===== src/rtl/mux21_pkg.sv =====
// Shared constants for the 2:1 byte mux feeder: channel select encoding and
// default datapath width / burst limit.
package mux21_pkg;

  localparam logic CH_A = 1'b0;
  localparam logic CH_B = 1'b1;

  localparam int DEFAULT_WIDTH = 8;
  localparam int DEFAULT_BURST = 4;

endpackage


===== src/rtl/mux21_2bit.sv =====
// Plain 2:1 mux over a WIDTH-bit word; s=0 passes a, s=1 passes b.
module mux21_2bit
  import mux21_pkg::*;
#(
  parameter int WIDTH = DEFAULT_WIDTH
) (
  input  logic [WIDTH-1:0] a,
  input  logic [WIDTH-1:0] b,
  input  logic             s,
  output logic [WIDTH-1:0] y
);

  assign y = (s == CH_B) ? b : a;

endmodule


===== src/rtl/rr_arb2.sv =====
// Burst-limited round-robin arbiter for two requesters. Tracks the current owner
// and how many beats it has taken in its tenure; the other side wins once BURST is hit.
module rr_arb2
  import mux21_pkg::*;
#(
  parameter int BURST = DEFAULT_BURST
) (
  input  logic clk,
  input  logic rst_n,
  input  logic a_valid,
  input  logic b_valid,
  input  logic load,
  output logic grant,
  output logic grant_vld,
  output logic sel
);

  localparam int CW = $clog2(BURST + 1);

  logic          owner;
  logic [CW-1:0] cnt;
  logic          sel_q;
  logic          own_valid;
  logic          oth_valid;

  // The owner keeps the grant until its burst is used up, and only then if the
  // other side is actually waiting.
  always_comb begin
    own_valid = (owner == CH_A) ? a_valid : b_valid;
    oth_valid = (owner == CH_A) ? b_valid : a_valid;
    grant     = owner;
    grant_vld = 1'b0;
    if (own_valid && ((cnt < CW'(BURST)) || !oth_valid)) begin
      grant_vld = 1'b1;
    end else if (oth_valid) begin
      grant     = ~owner;
      grant_vld = 1'b1;
    end
    sel = load ? grant : sel_q;
  end

  // sel_q freezes the mux select across an output stall.
  always_ff @(posedge clk or negedge rst_n) begin
    if (!rst_n) begin
      owner <= CH_A;
      cnt   <= '0;
      sel_q <= CH_A;
    end else begin
      sel_q <= sel;
      if (load && grant_vld) begin
        if (grant == owner) begin
          if (cnt != CW'(BURST)) begin
            cnt <= cnt + CW'(1);
          end
        end else begin
          owner <= grant;
          cnt   <= CW'(1);
        end
      end
    end
  end

endmodule


===== src/rtl/mux21_rr_feeder.sv =====
// Arbitrates two valid/ready byte channels onto mux21_2bit and registers the
// selected byte into a one-deep output slot with its own valid/ready handshake.
module mux21_rr_feeder
  import mux21_pkg::*;
#(
  parameter int WIDTH = DEFAULT_WIDTH,
  parameter int BURST = DEFAULT_BURST
) (
  input  logic             clk,
  input  logic             rst_n,
  input  logic [WIDTH-1:0] a_data,
  input  logic             a_valid,
  output logic             a_ready,
  input  logic [WIDTH-1:0] b_data,
  input  logic             b_valid,
  output logic             b_ready,
  output logic             sel,
  output logic [WIDTH-1:0] y_data,
  output logic             y_valid,
  output logic             y_src,
  input  logic             y_ready
);

  logic             load;
  logic             grant;
  logic             grant_vld;
  logic [WIDTH-1:0] mux_y;

  assign load = ~y_valid | y_ready;

  rr_arb2 #(
    .BURST(BURST)
  ) u_arb (
    .clk      (clk),
    .rst_n    (rst_n),
    .a_valid  (a_valid),
    .b_valid  (b_valid),
    .load     (load),
    .grant    (grant),
    .grant_vld(grant_vld),
    .sel      (sel)
  );

  mux21_2bit #(
    .WIDTH(WIDTH)
  ) u_mux (
    .a(a_data),
    .b(b_data),
    .s(sel),
    .y(mux_y)
  );

  assign a_ready = load & grant_vld & (grant == CH_A) & a_valid;
  assign b_ready = load & grant_vld & (grant == CH_B) & b_valid;

  // Output slot: refill whenever it is free or draining, otherwise hold the beat.
  always_ff @(posedge clk or negedge rst_n) begin
    if (!rst_n) begin
      y_data  <= '0;
      y_src   <= CH_A;
      y_valid <= 1'b0;
    end else if (load) begin
      if (grant_vld) begin
        y_data  <= mux_y;
        y_src   <= grant;
        y_valid <= 1'b1;
      end else if (y_ready) begin
        y_valid <= 1'b0;
      end
    end
  end

endmodule


===== config.mk =====
export PLATFORM = sky130hd
export DESIGN_NAME = mux21_rr_feeder
export DESIGN_NICKNAME = d
export VERILOG_FILES = /design/src/rtl/mux21_pkg.sv /design/src/rtl/mux21_2bit.sv /design/src/rtl/rr_arb2.sv /design/src/rtl/mux21_rr_feeder.sv
export SDC_FILE = /design/constraint.sdc
export NUM_CORES = 1
export LEC_CHECK = 0
export ABC_AREA = 1
export BUFFER_PORTS_ARGS = -buffer_cell sky130_fd_sc_hd__buf_2
export CORE_UTILIZATION = 31
export DETAILED_ROUTE_END_ITERATION = 16
export GPL_TIMING_DRIVEN = 0
export SYNTH_ARGS = -nofsm -noshare
export SYNTH_HDL_FRONTEND = slang
export SYNTH_SLANG_ARGS = --single-unit

===== constraint.sdc =====
create_clock -name clk -period 1.3 [get_ports clk]
set_input_delay 0.065 -clock clk [delete_from_list [all_inputs] [get_ports clk]]
set_output_delay 0.065 -clock clk [all_outputs]
set_load 0.02 [all_outputs]

==> metrics.yaml <==
status:
  status: "finished, violations left"
  violations: "setup timing"
run:
  drv_cap: 0
clock_tree:
  clkLatencyLatePin_ns: 0.28
  cts_sinks: 15
  cts_buffer_depth: 2
  cts_max_level: 1
  cts_root_buf: "clkbuf_4"
  cts_tree: "built"
  cts-buffers-inserted: 3
  clk_pin_slew_ns: 0.08
route:
  routedWlPerCell_um: 10.5
  vias: 906
  drt_iter0_markers: 10
  drc_errors: 0
  dr.pass1.iters: 4
  wl_um: 2090
  routed_via_density: 4.55
  postRouteAntennaNets: 0
sta:
  setup_viol: 14
  worst_slew_margin_rel_pct: 71.9
  drv_slew: 0
  setup_slack_ns: -0.222
  hold_viol_final: 0
  max_freq_mhz: 657
  holdWs_ns: 0.0661
  fin_crit_sh_pct: 117
  worstMarginPinSlew_ns: 0.417
  timing.final.crit_period_ns: 1.52
  grt_setup_unrepaired: "yes"
  fin_skew_ns: 0.00844
floorplan:
  coreArea_um2: 2780
  die_x_um: 56.2
  die-area_um2: 3160
  initial_utilization_pct: 32.7
  num_rows: 19
  boundaryPins: 34
  die_height_um: 56.2
critical_path:
  crit_top_cell: "nand2_4"
  critPathTopFamily: "flip-flops"
  setup.worst_path.start_class: "flip-flop"
  cp_cell_sequence: "buf_6, o21ai_2, nand2_4, nand2_4, nand3_4, nand2_4, inv_2, buf_6"
  crit_fanout: 8
  cp.required_ns: 1.24
  path_class: "reg -> out"
  crit_buf_inv: 3
  critPathCaptureType: "output pin"
  cpPeakStageDelay_ns: 0.38
  crit_slowest_cell: "dfrtp_1"
  crit_arrival_ns: 1.46
placed_design:
  port_buffers: 33
  post-place-ws_ns: -0.244
  gp_congestion: 0.775
  dpl.cell_count: 187
  dp_hpwl_um: 1510
global_routing:
  track_usage_pct: 14.7
  antenna_found_initial: 0
  grt.met1_usage_pct: 19.8
  met2_usage_pct: 24.3
  grt_pass1_vias: 890
  grt-busiest-layer: "met2"
  grt_overflow: 0
  met3_usage_pct: 2.56
  grt_max_degree: 16
  grt_pass1_wl_um: 3710
cells_and_area:
  nets: 192
  layout-drive-gt1-share_pct: 41.1
  register_area_um2: 377
  multi_input_area_um2: 487
  num_antenna_cells: 0
  nFillCells: 280
  final_util_pct: 47.1
  area_delta_synth_final_pct: 43.7
  instances_no_fill: 199
logic_synthesis:
  synth_top_area_share_pct: 41.2
  synth_nets: 146
  ys_ff_latch: 15
  syn_inst: 123
  syn_avg_cell_area_um2: 7.41
  synth-seq-area-share_pct: 41.2
  yosys.area.top_type: "dfrtp_1"
  ys_types: 22
  synth.area.top_cells: "dfrtp_1 41%, nand2_1 15%, nand3_1 9.9%, inv_1 9.9%, ha_1 2.7%"
  yosys_warnings: 0
  syn-cell-area_um2: 911
power_and_ir_drop:
  p_total_mw: 2.52
  p_per_area_nw_per_um2: 1920
  p_leak_nw: 0.750
  peakVddDrop_uv: 983
min_path:
  hold_path_class: "in -> reg"
layer usage:
metal	up-vias	part of all wire, %
met4	0	0
li1	467	-
met1	411	48
met5	-	0
met2	28	47
met3	0	5.3
path summary, 6_finish.rpt:
check	from	to	slack [ns]	cells after the start
worst max-delay path	u_arb.owner$_DFFE_PN0P_	sel	-0.22	8
worst min-delay path	a_valid	y_valid$_DFFE_PN0P_	0.07	3
worst min register to register	y_data[5]$_DFFE_PN0P_	y_data[5]$_DFFE_PN0P_	0.49	2
worst max register to register	u_arb.owner$_DFFE_PN0P_	y_data[4]$_DFFE_PN0P_	-0.14	10
max in group asynchronous	rst_n	y_valid$_DFFE_PN0P_	0.80	2
min in group asynchronous	rst_n	y_data[7]$_DFFE_PN0P_	0.22	2
area by class of cell:
type                       instances  share of cell area, %
clock buffer                       4                   2.01
buffer                             3                   2.58
inverter                          26                   7.65
sequential                        15                   28.8
timing repair buffer              41                   18.8
tap                               31                   2.96
multi-input combinational         79                   37.2
layout by cell type, fill, tap and decap left out, drive strengths merged:
cell / synthesis / routed
buf: 3 / 43
mux2i: 1 / 1
a21oi: 1 / 1
or2: 1 / 1
dfrtp: 15 / 15
o21a: 1 / 1
xor2: 1 / 1
nand2: 41 / 41
nor2: 5 / 5
clkbuf: 0 / 4
nand3: 20 / 20
dlygate4sd3: 0 / 1
ha: 2 / 2
inv: 26 / 26
o21ai: 6 / 6
worst register-to-register path: cells and delay by family (launching register included):
kind	cells	cell delay (ns)
buffers and inverters	2	0.28
AO/OA/AOI/OAI	1	0.18
flip-flops	1	0.38
AND/OR/NAND/NOR	7	0.50
cells by family after synthesis:
family	after synthesis	share of synthesized area [%]
DFF	15	41.2
muxes	1	1.10
AOI/OAI and AO/OA	8	4.67
adders and majority gates	2	2.75
buffers and inverters	29	14.0
xor gates and xnor gates	1	0.962
and+or+nand+nor	67	35.3
through the flow:
step / TNS, ns / area [um^2]
global placement: -1.43 / 1120
detailed placement: -1.69 / 1120
global route: -3.40 / 1310
finish: -1.94 / 1310
floorplan: -0.553 / 917
CTS: -2.25 / 1250
sequential cells by signal (all words and copies together) (netlist names):
signal and count:
u_arb.cnt 3, u_arb.sel_q 1, y_data 8, y_valid 1
y_src 1, u_arb.owner 1
synth_stat cells:
master	n
inv_1	24
buf_6	2
o21ai_0	2
inv_2	2
xor2_1	1
nand3_4	1
mux2i_1	1
or2_0	1
dfrtp_1	15
nand2_4	1
nor2_4	1
nand3_1	18
a21oi_1	1
nand3_2	1
o21a_1	1
buf_4	1
nor2_2	1
ha_1	2
nor2_1	3
nand2_2	3
nand2_1	37
o21ai_1	4
power breakdown:
part	total, mW	internal [mW]	switching (mW)
Sequential	0.750	0.641	0.108
Combinational	1.51	0.628	0.878
Clock	0.263	0.119	0.144
Total	2.52	1.39	1.13
repair_timing:
action / in CTS / in global routing
hold buffers: 1 / 0
resized for setup: 15 / 12
pin swaps: 8 / 7
hold endpoints to repair: 15 / 0
setup buffers: 5 / 2
setup endpoints to repair: 15 / 15
No activity file was read; power rests on OpenSTA's default activity.
